### src/rtl/uninasoc_pkg.sv
// Shared UninaSoC definitions: PLIC sizing, claim/complete ID type, the
// static platform interrupt line map and the PLIC claim FSM state type.
// No ports.
package uninasoc_pkg;

  localparam int unsigned PLIC_NUM_SOURCES = 32;
  localparam int unsigned PLIC_ID_WIDTH    = 5;
  localparam int unsigned PLIC_PRIO_WIDTH  = 3;

  typedef logic [PLIC_ID_WIDTH-1:0] plic_id_t;

  // Static platform interrupt line mapping (remaining lines are spare)
  localparam int unsigned PLIC_RESERVED_INTERRUPT = 0;
  localparam int unsigned PLIC_GPIOIN_INTERRUPT   = 1;
  localparam int unsigned PLIC_TIM0_INTERRUPT     = 2;
  localparam int unsigned PLIC_TIM1_INTERRUPT     = 3;
  localparam int unsigned PLIC_UART_INTERRUPT     = 4;

  typedef enum logic [0:0] {
    PLIC_IDLE = 1'b0,
    PLIC_RESP = 1'b1
  } plic_claim_state_e;

endpackage

### src/rtl/uninasoc_plic_gateway.sv
// Level gateway for one interrupt source: pending/in-flight pair.
//   clock_i, reset_i : clock, synchronous active-high reset
//   src_i            : level interrupt line
//   claim_i          : this source is being claimed (clears pending, sets in-flight)
//   complete_i       : this source is being completed (clears in-flight)
//   pending_o        : pending bit
module uninasoc_plic_gateway (
  input  logic clock_i,
  input  logic reset_i,
  input  logic src_i,
  input  logic claim_i,
  input  logic complete_i,
  output logic pending_o
);

  logic pending_q, pending_d;
  logic inflight_q, inflight_d;

  always_comb begin
    pending_d = pending_q;
    if (claim_i) begin
      pending_d = 1'b0;
    end else if (src_i && !pending_q && !inflight_q) begin
      pending_d = 1'b1;
    end

    // Complete takes priority so a same-cycle claim+complete leaves nothing in flight
    inflight_d = inflight_q;
    if (claim_i) begin
      inflight_d = 1'b1;
    end
    if (complete_i) begin
      inflight_d = 1'b0;
    end
  end

  always_ff @(posedge clock_i) begin
    if (reset_i) begin
      pending_q  <= 1'b0;
      inflight_q <= 1'b0;
    end else begin
      pending_q  <= pending_d;
      inflight_q <= inflight_d;
    end
  end

  assign pending_o = pending_q;

endmodule

### src/rtl/uninasoc_plic_target.sv
// Platform interrupt receiver/forwarder for a single target (the core).
// Per-source level gateways, registered arbitration, PLIC-style
// claim/complete handshake, registered external-interrupt output.
// Optional priority/threshold arbitration: define UNINASOC_PLIC_PRIORITY_EN.
//   clock_i, reset_i         : clock, synchronous active-high reset
//   irq_src_i, enable_i      : level interrupt lines, per-source enables
//   claim_req_i              : one-cycle claim request
//   claim_valid_o/claim_id_o : claim response strobe and ID (0 = none)
//   complete_valid_i/_id_i   : completion strobe and ID
//   ext_irq_o                : to core external-interrupt input
//   pending_o                : pending bits for read-back
//   prio_i, threshold_i      : per-source priority, target threshold (feature only)
module uninasoc_plic_target
  import uninasoc_pkg::*;
#(
  parameter int unsigned NUM_SOURCES = PLIC_NUM_SOURCES,
  parameter int unsigned ID_WIDTH    = $clog2(NUM_SOURCES),
  parameter int unsigned PRIO_WIDTH  = PLIC_PRIO_WIDTH
) (
  input  logic                   clock_i,
  input  logic                   reset_i,
  input  logic [NUM_SOURCES-1:0] irq_src_i,
  input  logic [NUM_SOURCES-1:0] enable_i,
  input  logic                   claim_req_i,
  output logic                   claim_valid_o,
  output logic [ID_WIDTH-1:0]    claim_id_o,
  input  logic                   complete_valid_i,
  input  logic [ID_WIDTH-1:0]    complete_id_i,
  output logic                   ext_irq_o,
  output logic [NUM_SOURCES-1:0] pending_o
`ifdef UNINASOC_PLIC_PRIORITY_EN
  ,
  input  logic [NUM_SOURCES*PRIO_WIDTH-1:0] prio_i,
  input  logic [PRIO_WIDTH-1:0]             threshold_i
`endif
);

  logic [NUM_SOURCES-1:1] pending;
  logic [NUM_SOURCES-1:1] eligible;
  logic [NUM_SOURCES-1:1] claim_hit;
  logic [NUM_SOURCES-1:1] complete_hit;
  logic                   claim_fire;

  logic [ID_WIDTH-1:0]    best_id_q, best_id_d;
  logic                   ext_irq_q, ext_irq_d;
  plic_claim_state_e      state_q, state_d;
  logic                   claim_valid_q, claim_valid_d;
  logic [ID_WIDTH-1:0]    claim_id_q, claim_id_d;

  // Line 0 is reserved and has no gateway
  logic unused_src0;
  assign unused_src0 = irq_src_i[0] ^ enable_i[0];

  // Claims use best_id_q, which is at most one cycle stale; pending[id] is
  // guaranteed still set because a claim cannot retire until after RESP.
  assign claim_fire = (state_q == PLIC_IDLE) && claim_req_i;

  always_comb begin
    claim_hit    = '0;
    complete_hit = '0;
    for (int unsigned s = 1; s < NUM_SOURCES; s++) begin
      claim_hit[s]    = claim_fire && (best_id_q == ID_WIDTH'(s));
      complete_hit[s] = complete_valid_i && (complete_id_i == ID_WIDTH'(s));
    end
  end

  for (genvar s = 1; s < NUM_SOURCES; s++) begin : g_gateway
    uninasoc_plic_gateway u_gateway (
      .clock_i    (clock_i),
      .reset_i    (reset_i),
      .src_i      (irq_src_i[s]),
      .claim_i    (claim_hit[s]),
      .complete_i (complete_hit[s]),
      .pending_o  (pending[s])
    );
  end

  assign pending_o = {pending, 1'b0};

`ifdef UNINASOC_PLIC_PRIORITY_EN
  logic [PRIO_WIDTH-1:0] best_prio;
  logic                  unused_prio0;
  assign unused_prio0 = ^prio_i[PRIO_WIDTH-1:0];

  // Highest priority wins; strict '>' keeps the lowest ID on ties
  always_comb begin
    eligible  = '0;
    best_prio = '0;
    best_id_d = '0;
    for (int unsigned s = 1; s < NUM_SOURCES; s++) begin
      eligible[s] = pending[s] && enable_i[s] &&
                    (prio_i[s*PRIO_WIDTH +: PRIO_WIDTH] > threshold_i);
      if (eligible[s] && (prio_i[s*PRIO_WIDTH +: PRIO_WIDTH] > best_prio)) begin
        best_prio = prio_i[s*PRIO_WIDTH +: PRIO_WIDTH];
        best_id_d = ID_WIDTH'(s);
      end
    end
  end
`else
  logic [PRIO_WIDTH-1:0] unused_prio_cfg;
  assign unused_prio_cfg = '0;

  always_comb begin
    eligible  = '0;
    best_id_d = '0;
    for (int unsigned s = 1; s < NUM_SOURCES; s++) begin
      eligible[s] = pending[s] && enable_i[s];
      if (eligible[s] && (best_id_d == '0)) begin
        best_id_d = ID_WIDTH'(s);
      end
    end
  end
`endif

  assign ext_irq_d = (best_id_d != '0);

  always_comb begin
    state_d       = state_q;
    claim_valid_d = 1'b0;
    claim_id_d    = '0;
    case (state_q)
      PLIC_IDLE: begin
        if (claim_req_i) begin
          state_d       = PLIC_RESP;
          claim_valid_d = 1'b1;
          claim_id_d    = best_id_q;
        end
      end
      PLIC_RESP: state_d = PLIC_IDLE;
      default:   state_d = PLIC_IDLE;
    endcase
  end

  always_ff @(posedge clock_i) begin
    if (reset_i) begin
      state_q       <= PLIC_IDLE;
      claim_valid_q <= 1'b0;
      claim_id_q    <= '0;
      best_id_q     <= '0;
      ext_irq_q     <= 1'b0;
    end else begin
      state_q       <= state_d;
      claim_valid_q <= claim_valid_d;
      claim_id_q    <= claim_id_d;
      best_id_q     <= best_id_d;
      ext_irq_q     <= ext_irq_d;
    end
  end

  assign claim_valid_o = claim_valid_q;
  assign claim_id_o    = claim_id_q;
  assign ext_irq_o     = ext_irq_q;

endmodule

### config.mk
export PLATFORM = sky130hd
export DESIGN_NAME = uninasoc_plic_target
export DESIGN_NICKNAME = d
export VERILOG_FILES = /design/src/rtl/uninasoc_pkg.sv /design/src/rtl/uninasoc_plic_gateway.sv /design/src/rtl/uninasoc_plic_target.sv
export SDC_FILE = /design/constraint.sdc
export NUM_CORES = 1
export LEC_CHECK = 0
export CORE_MARGIN = 2
export CORE_UTILIZATION = 52
export CTS_CLUSTER_DIAMETER = 30
export CTS_CLUSTER_SIZE = 16
export DETAILED_ROUTE_END_ITERATION = 8
export PLACE_DENSITY_LB_ADDON = 0.12
export SLEW_MARGIN = 20
export SYNTH_ARGS = -nofsm -noshare
export SYNTH_HDL_FRONTEND = slang
export SYNTH_SLANG_ARGS = --single-unit
### constraint.sdc
create_clock -name clock_i -period 5.9 [get_ports clock_i]
set_input_delay 0.59 -clock clock_i [delete_from_list [all_inputs] [get_ports clock_i]]
set_output_delay 0.59 -clock clock_i [all_outputs]
set_load 0.05 [all_outputs]
-- Word-level counts from Yosys, hierarchy flattened
Index checks and enable logic that the tools add are counted.
- add/sub/neg operators: 0
- $mul: 0
- divide/modulo/power cells: 0
- order comparisons: 0
- eq/ne operators: 62
- shift operators: 0
- muxes and demuxes: 33
- bitwise gates (word level): 2
- reductions and logical operators: 343
- operators with widths (cell ; number):
    $logic_and A1 B1 Y1 ; 186
    $eq A5 B5 Y1 const B ; 32
    $logic_not A5 Y1 ; 30
    $mux W5 ; 30
    $reduce_or A2 Y1 ; 63
    $eq A5 B4 Y1 const B ; 16
    $logic_not A1 Y1 ; 62
    $eq A5 B3 Y1 const B ; 8
    $eq A5 B2 Y1 const B ; 4
    $eq A5 B1 Y1 const B ; 2
    $reduce_bool A5 Y1 ; 1
    $reduce_or A3 Y1 ; 1
    $mux W1 ; 2
    $not A1 Y1 ; 2
    $pmux W1 S2 ; 1
- register bits after elaboration: 75
- latch bits: 0
- memory bits (writable): 0
- memory bits (read-only): 0
- input port bits: 73
- output and inout port bits: 39
- logic and storage cells: 507
- memories: 0

-- Depth between registers and ports, before layout
Gate-level depths: netlist (run 1).
- word-level depth: 93
- gate-level depth with buffers: 11
- mapped depth without buffers: 11

-- Modules after synthesis
A second synthesis (run 1) with hierarchy kept.
- cell total of the unflattened synthesis: 573
- area, all modules: 4305.4 sq um
- by module, submodules not included (module ; instances ; cells each ; area each (sq um) ; seq. area each (sq um)):
    uninasoc_plic_target ; 1 ; 356 ; 2249.7 ; 240.2
    uninasoc_plic_gateway ; 31 ; 7 ; 66.3 ; 40.0

-- Worst setup path before layout (run 1)
Ideal clock, no wire load.
- kind: in2reg
- start: input port enable_i[5]
- end: register best_id_q[0]
- data arrival time: 3.677 ns
- required time: 5.766 ns
- setup slack: 2.089 ns
- cell stages on the path: 11
- path buffers: 0
- cell sequence: and2_0 a221o_1 a32o_2 or4b_4 or4_4 nand2_2 a211oi_1 nand4bb_1 or4_4 a41oi_2 o22ai_1
- cells in the longest elaborated chain, start to end: 81
- ends and longest elaborated chain (what ; RTL line ; text):
    start: declaration ; uninasoc_plic_target.sv:23 ; input logic [NUM_SOURCES-1:0] enable_i,
    $logic_and A1 B1 Y1 * ; uninasoc_plic_target.sv:107 ; eligible[s] = pending[s] && enable_i[s];
    $logic_and A1 B1 Y1 * ; uninasoc_plic_target.sv:108 ; if (eligible[s] && (best_id_d == '0)) begin
    $mux W5 * ; uninasoc_plic_target.sv:108 ;
    $logic_not A5 Y1 ; uninasoc_plic_target.sv:108 ;
    $logic_and A1 B1 Y1 ; uninasoc_plic_target.sv:108 ;
    $mux W5 * ; uninasoc_plic_target.sv:108 ;
    $logic_not A5 Y1 ; uninasoc_plic_target.sv:108 ;
    $logic_and A1 B1 Y1 ; uninasoc_plic_target.sv:108 ;
    [... 65 more ...] ; n/a ;
    $logic_and A1 B1 Y1 ; uninasoc_plic_target.sv:108 ;
    $mux W5 * ; uninasoc_plic_target.sv:108 ;
    $logic_not A5 Y1 ; uninasoc_plic_target.sv:108 ;
    $logic_and A1 B1 Y1 ; uninasoc_plic_target.sv:108 ;
    $mux W5 * ; uninasoc_plic_target.sv:108 ;
    $logic_not A5 Y1 ; uninasoc_plic_target.sv:108 ;
    $logic_and A1 B1 Y1 ; uninasoc_plic_target.sv:108 ;
    $mux W5 * ; uninasoc_plic_target.sv:108 ;
    end signal: assignment ; uninasoc_plic_target.sv:145 ; best_id_q <= best_id_d;
    end: declaration ; uninasoc_plic_target.sv:44 ; logic [ID_WIDTH-1:0] best_id_q, best_id_d;
Mark *: on every way between the ends. The rest lies on a longest branch, timed or not.
A chain may end at the register's enable or synchronous reset.

-- Worst setup path after layout (run 1)
- start: input port enable_i[5]
- end: register best_id_q[4]
Same word-level chain as after synthesis.

==> impl_metrics.sql, run 1 <==
INSERT INTO impl_metrics (metric_group, metric, value, unit) VALUES
('die', 'die_outline_area', '0.00848', 'sq mm'),
('synth', 'synthCells', '521', ''),
('synth', 'synth_top_area_share', '0.367', ''),
('setup_path', 'setup.worst_path.class', 'input pin to register', ''),
('setup_path', 'critical_path.reg2reg.endpoint', 'best_id_q[4]', ''),
('detailed_routing', 'detail_route.first_pass.iterations', '5', ''),
('detailed_routing', 'drt-initial-drc-count', '303', ''),
('timing', 'achievable-frequency', '221', 'MHz'),
('die', 'die_x', '92.1', 'microns'),
('synth', 'netlist.top_cell.by_area', 'dfxtp_1', ''),
('global_routing', 'grt.met2_usage', '0.455', ''),
('synth', 'yosys.cell_types.count', '56', ''),
('clock_tree', 'root_buffer', 'clkbuf_8', ''),
('status', 'status', 'finished clean', ''),
('die', 'start_util', '0.531', ''),
('timing', 'timing.final.hold_violations', '0', ''),
('global_routing', 'busiest_grt_layer', 'met2', ''),
('synth', 'synth_fp_nets', '594', ''),
('synth', 'synth.top_cells.by_area', 'dfxtp_1 (37%), a211oi_1 (7.1%), a21oi_1 (6.4%)', ''),
('detailed_routing', 'drt_wl_total', '11600', 'microns'),
('placed_design', 'placement.io_buffers', '108', ''),
('timing', 'tns', '0', 'ns'),
('layout', 'regArea', '0.00148', 'sq mm'),
('power', 'power-per-cell-area', '276', 'mW/mm^2'),
('timing', 'layout_worst_path_cycle_share', '0.765', ''),
('layout', 'post-route-cell-area', '0.00515', 'sq mm'),
('clock_tree', 'cts.reportedPaths.clkPinSlew', '0.08', 'ns'),
('clock_tree', 'worstSkewPairLatency', '0.34', 'ns'),
('global_routing', 'via_count_of_the_first_global_routing_pass', '3794', ''),
('layout', 'final_net_count', '669', ''),
('timing', 'slew_viol_final', '0', ''),
('setup_path', 'worstReg2RegStart', 'g_gateway[5].u_gateway.pending_o', ''),
('global_routing', 'grt-ovfl-total', '0', ''),
('global_routing', 'grt_met3_use', '0.0353', ''),
('clock_tree', 'cts-buffers-inserted', '9', ''),
('placed_design', 'globalplace.congestion', '0.909', ''),
('layout', 'final_cell_count_no_fill', '702', ''),
('setup_path', 'critical_path_arrival', '4.77', 'ns'),
('flow_run', 'max_cap_check_violation_count', '0', ''),
('power', 'static-leakage-power', '0.00178', 'uW'),
('global_routing', 'grtUsageTotal', '0.280', ''),
('global_routing', 'grt_pass1_wl', '19000', 'microns'),
('detailed_routing', 'route.vias.total', '4075', ''),
('synth', 'synth-seq-area-share', '0.367', ''),
('clock_tree', 'cts.repair.resized', '0', ''),
('global_routing', 'grt_use_met1', '0.388', ''),
('die', 'placeableCoreArea', '0.00761', 'sq mm'),
('setup_path', 'worst-endpoint-required', '6.16', 'ns'),
('detailed_routing', 'postRouteAntennaNets', '0', ''),
('detailed_routing', 'count_of_unresolved_drc_violations_after_routing', '0', ''),
('synth', 'yosys_warnings', '0', ''),
('timing', 'setup_viol', '0', ''),
('global_routing', 'grt_max_degree', '72', ''),
('placed_design', 'dp_cells', '687', ''),
('timing', 'max-slew-margin-rel', '0.427', ''),
('synth', 'synth.cell_area', '0.00404', 'sq mm'),
('synth', 'synth.avg_cell_area', '7.75', 'sq um'),
('layout', 'area_delta_synth_final', '27.6', '%'),
('timing', 'finalCriticalPeriod', '4.51', 'ns'),
('timing', 'worstMarginPinSlew', '0.852', 'ns'),
('synth', 'synthFlopType', 'dfxtp_1', ''),
('setup_path', 'critPathCaptureType', 'register', ''),
('clock_tree', 'post-cts-setup-buffers', '0', ''),
('die', 'ios', '112', ''),
('placed_design', 'placedInstanceArea', '0.00496', 'sq mm'),
('layout', 'layout-drive-gt1-share', '0.0583', ''),
('synth', 'synthTopCellsByCount', 'dfxtp_1 (74), nor2_1 (66), a21oi_1 (52), nand2_1 (50), a211oi_1 (38)', ''),
('timing', 'rsz0062_at_grt', 'no', ''),
('clock_tree', 'cts_tree', 'done', ''),
('power', 'vdd.ir_drop.worst', '0.220', 'mV'),
('synth', 'synth-seq-cells', '74', '');
==> logic make-up (layout without fill, tap and decap cells) <==
kind of cell / after synthesis / in the layout / share of synthesized area
and+or+nand+nor: 212 / 212 / 0.253
AOI/OAI and AO/OA: 157 / 157 / 0.278
buffers and inverters: 77 / 156 / 0.101
DFF: 74 / 74 / 0.367
other: 1 / 1 / 0.000929
==> power by group <==
part,total [uW],switching (uW),internal [uW]
Combinational,454,274,180
Sequential,585,50.9,534
Clock,384,181,203
==> flip-flops by register name, summed over array words and instances, names as in the netlist <==
name                            flops
g_gateway.u_gateway.inflight_q     31
claim_id_o                          5
ext_irq_o                           1
best_id_q                           5
g_gateway.u_gateway.pending_o      31
state_q                             1
==> final cells by class <==
type | count | area share
Sequential cell | 74 | 0.288
Multi-Input combinational cell | 370 | 0.417
Clock inverter | 5 | 0.0107
Timing Repair Buffer | 109 | 0.210
Clock buffer | 10 | 0.0267
Inverter | 32 | 0.0233
Tap cell | 102 | 0.0248
==> placed cells by master (no fill, tap or decap), drive strengths merged, types with 5 or more instances in the layout <==
cell,n
a211oi,39
nor2,66
inv,32
o31ai,5
a22oi,6
nand3,10
clkbuf,10
nand2b,9
nor3,37
a31oi,6
a21oi,52
and2,17
nand2,51
dfxtp,74
nor2b,8
clkdlybuf4s50,107
o21ai,5
==> metal layers <==
metal,vias to the layer above,wire (microns)
met2,157,5370
met4,0,211
met3,20,705
li1,1998,-
met1,1900,5320
met5,-,0
==> how the worst min path moves through the flow <==
stage	from	endpoint	slack, ns	cells past startpoint
floorplan	best_id_q[4]	claim_id_o[4]	0.44	2
global placement	g_gateway[28].u_gateway.inflight_q	g_gateway[28].u_gateway.inflight_q	0.47	2
detailed placement	g_gateway[28].u_gateway.inflight_q	g_gateway[28].u_gateway.inflight_q	0.47	2
CTS	g_gateway[28].u_gateway.inflight_q	g_gateway[28].u_gateway.inflight_q	0.49	2
global route	g_gateway[4].u_gateway.inflight_q	g_gateway[4].u_gateway.inflight_q	0.51	2
finish	g_gateway[28].u_gateway.inflight_q	g_gateway[28].u_gateway.inflight_q	0.49	2
==> worst max-delay path, stage by stage <==
cell             delay, ns
clkdlybuf4s50_1       0.46
a222oi_1              0.65
nand2b_1              0.25
a22oi_1               0.14
o31ai_2               0.62
nor4_2                0.15
nor4_1                0.54
o211ai_1              0.20
and4b_1               0.28
a211oi_2              0.25
or3b_1                0.44
o22ai_1               0.19
==> metrics by stage <==
| step | hold slack (ns) | worst slack (ns) |
|---|---|---|
| final | 0.487 | 1.39 |
| after global routing | 0.514 | 0.989 |
| after floorplan | 0.442 | 2.09 |
| after CTS | 0.488 | 1.42 |
| after detailed placement | 0.475 | 1.06 |
| after global placement | 0.470 | 1.12 |
No activity file was read; power rests on OpenSTA's default activity.
==> run 2: changes to the inputs <==
CORE_UTILIZATION = 44   (was 52)
clock period = 3.9 ns   (was 5.9 ns; I/O delays follow)
==> run 2 against run 1 <==
Against the previous run: setup slack worse by 1.3 ns; largest power group unchanged; largest cell class unchanged; combinational power grew 94%; critical endpoint unchanged; via count rose by 6.0%; power grew 76%; clock skew increased by 0.0043 ns.
==> impl_metrics.sql, run 2 (synthesis results as in run 1) <==
INSERT INTO impl_metrics (metric_group, metric, value, unit) VALUES
('setup_path', 'critical_path_arrival', '4.10', 'ns'),
('timing', 'fin_ws', '0.0749', 'ns'),
('setup_path', 'worst-path-max-fanout', '5', ''),
('power', 'power-per-cell-area', '433', 'mW/mm^2'),
('clock_tree', 'clock_tree.buffer_depth', '2', ''),
('timing', 'timing.final.hold_violations', '0', ''),
('layout', 'num_antenna_cells', '0', ''),
('setup_path', 'critical-path-slowest-cell', 'or4b_4', ''),
('placed_design', 'post-place-ws', '-0.469', 'ns'),
('timing', 'final.setup_skew', '0.0116', 'ns'),
('global_routing', 'grt_pass1_wl', '20400', 'microns'),
('die', 'die_outline_area', '0.00996', 'sq mm'),
('status', 'status', 'finished clean', ''),
('layout', 'layout.cells.most_common', 'clkdlybuf4s50_1', ''),
('detailed_routing', 'count_of_unresolved_drc_violations_after_routing', '0', ''),
('global_routing', 'antenna_violations_before_repair', '0', ''),
('clock_tree', 'cts_tree', 'done', ''),
('layout', 'num-fill-cells', '752', ''),
('layout', 'final_cell_count_no_fill', '766', ''),
('placed_design', 'dp_hpwl', '9880', 'microns'),
('detailed_routing', 'drt_wl_total', '12900', 'microns'),
('global_routing', 'grtUsageTotal', '0.258', ''),
('global_routing', 'grt-ovfl-total', '0', ''),
('layout', 'final_core_util', '0.656', ''),
('global_routing', 'grt_max_degree', '37', ''),
('clock_tree', 'cts_hold_buf', '0', ''),
('die', 'start_util', '0.458', ''),
('global_routing', 'via_count_of_the_first_global_routing_pass', '4121', ''),
('die', 'placementRows', '34', ''),
('timing', 'setup_viol', '0', ''),
('setup_path', 'worst-endpoint-required', '4.17', 'ns'),
('layout', 'layout_common_cells', 'clkdlybuf4s50_1 (106), dfxtp_1 (74), nor2_1 (66)', ''),
('setup_path', 'crit_path_cell_trace', 'clkdlybuf4s50_1, buf_4, a222oi_1, buf_4, o31a_1, a21oi_2, or4b_4, or4_4, buf_4, nand4_1, nand4_1, a211oi_2, or3b_4, o22ai_2', ''),
('layout', 'final_net_count', '726', ''),
('setup_path', 'setup.worst_path.class', 'input pin to register', ''),
('setup_path', 'delay_of_the_slowest_cell_on_the_worst_path', '0.55', 'ns'),
('timing', 'layout_worst_path_cycle_share', '0.981', ''),
('placed_design', 'dp_cells', '745', ''),
('timing', 'worstMarginPinSlew', '0.878', 'ns'),
('die', 'ios', '112', ''),
('layout', 'layout-drive-gt1-share', '0.164', ''),
('placed_design', 'placement.io_buffers', '108', ''),
('die', 'die_x', '99.8', 'microns'),
('detailed_routing', 'postRouteAntennaNets', '0', ''),
('setup_path', 'worst_path_most_repeated_cell', 'buf_4', ''),
('layout', 'post-route-cell-area', '0.00577', 'sq mm'),
('flow_run', 'max_cap_check_violation_count', '0', ''),
('timing', 'achievable-frequency', '261', 'MHz'),
('layout', 'multiInputGateArea', '0.00227', 'sq mm'),
('power', 'power', '2500', 'uW'),
('power', 'vdd.ir_drop.worst', '0.322', 'mV'),
('detailed_routing', 'drt-initial-drc-count', '206', ''),
('clock_tree', 'htree_num_levels', '3', ''),
('layout', 'area_delta_synth_final', '43.0', '%'),
('setup_path', 'critPathCaptureType', 'register', ''),
('layout', 'regArea', '0.00148', 'sq mm'),
('detailed_routing', 'detail_route.first_pass.iterations', '5', ''),
('clock_tree', 'root_buffer', 'clkbuf_8', ''),
('die', 'dieHeight', '99.8', 'microns'),
('detailed_routing', 'route.vias.total', '4320', ''),
('min_path', 'hold_path_class', 'register to register', ''),
('timing', 'slew_viol_final', '0', ''),
('timing', 'finalCriticalPeriod', '3.83', 'ns'),
('detailed_routing', 'detail_route.wl_per_cell', '16.9', 'microns'),
('power', 'static-leakage-power', '0.00211', 'uW'),
('clock_tree', 'worstSkewPairLatency', '0.35', 'ns'),
('placed_design', 'placedInstanceArea', '0.00536', 'sq mm'),
('clock_tree', 'cts.reportedPaths.clkPinSlew', '0.09', 'ns'),
('timing', 'max-slew-margin-rel', '0.410', ''),
('placed_design', 'globalplace.congestion', '0.938', ''),
('setup_path', 'start_kind', 'input pin', ''),
('die', 'placeableCoreArea', '0.00881', 'sq mm'),
('detailed_routing', 'route.detailed.vias_per_inst', '5.64', ''),
('clock_tree', 'cts-buffers-inserted', '9', ''),
('clock_tree', 'clock_sink_count', '74', '');
==> run 2: timing repair <==
action,4_1_cts,5_1_grt
endpoints found under the setup margin,4,6
gates resized for setup,5,15
setup buffers,1,4
pin swaps,1,8
endpoints found under the hold margin,0,0
==> run 2: final cells by class <==
type                       instances  share of cell area
clock inverter                     6              0.0197
sequential                        74               0.257
tap                              108              0.0234
multi-input combinational        370               0.393
inverter                          32              0.0208
timing repair buffer             166               0.262
clock buffer                      10              0.0238
==> run 2: routing by layer <==
layer  part of all wire  up-vias  GRT usage
met1               0.46     2036      0.349
met3              0.063       17     0.0390
met4              0.016        0     0.0769
li1                   -     2117          -
met5                  0        -          0
met2               0.47      150      0.429
==> run 2: critical path, delay by kind of cell <==
family / cells / cell delay (ns)
AO/OA/AOI/OAI: 5 / 0.99
buffers and inverters: 4 / 0.94
AND/OR/NAND/NOR: 5 / 1.78
==> run 2: power by group <==
| group | switching (uW) | internal (uW) |
|---|---|---|
| Sequential | 76.7 | 808 |
| Clock | 289 | 443 |
| Combinational | 481 | 402 |
==> run 2: final timing paths <==
kind,end,from,depth (start not counted),slack [ns]
setup / recovery,best_id_q[4],enable_i[5],14,0.07
setup reg to reg,best_id_q[4],g_gateway[4].u_gateway.pending_o,11,0.15
hold / removal,claim_id_o[4],best_id_q[4],2,0.49
hold reg to reg,claim_id_o[4],best_id_q[4],2,0.49
==> run 2: through the flow <==
| step | setup TNS [ns] | hold WS [ns] |
|---|---|---|
| after global routing | -0.0299 | 0.525 |
| after global placement | -1.62 | 0.479 |
| final | 0 | 0.493 |
| after detailed placement | -2.26 | 0.471 |
| after CTS | 0 | 0.489 |
| after floorplan | 0 | 0.442 |
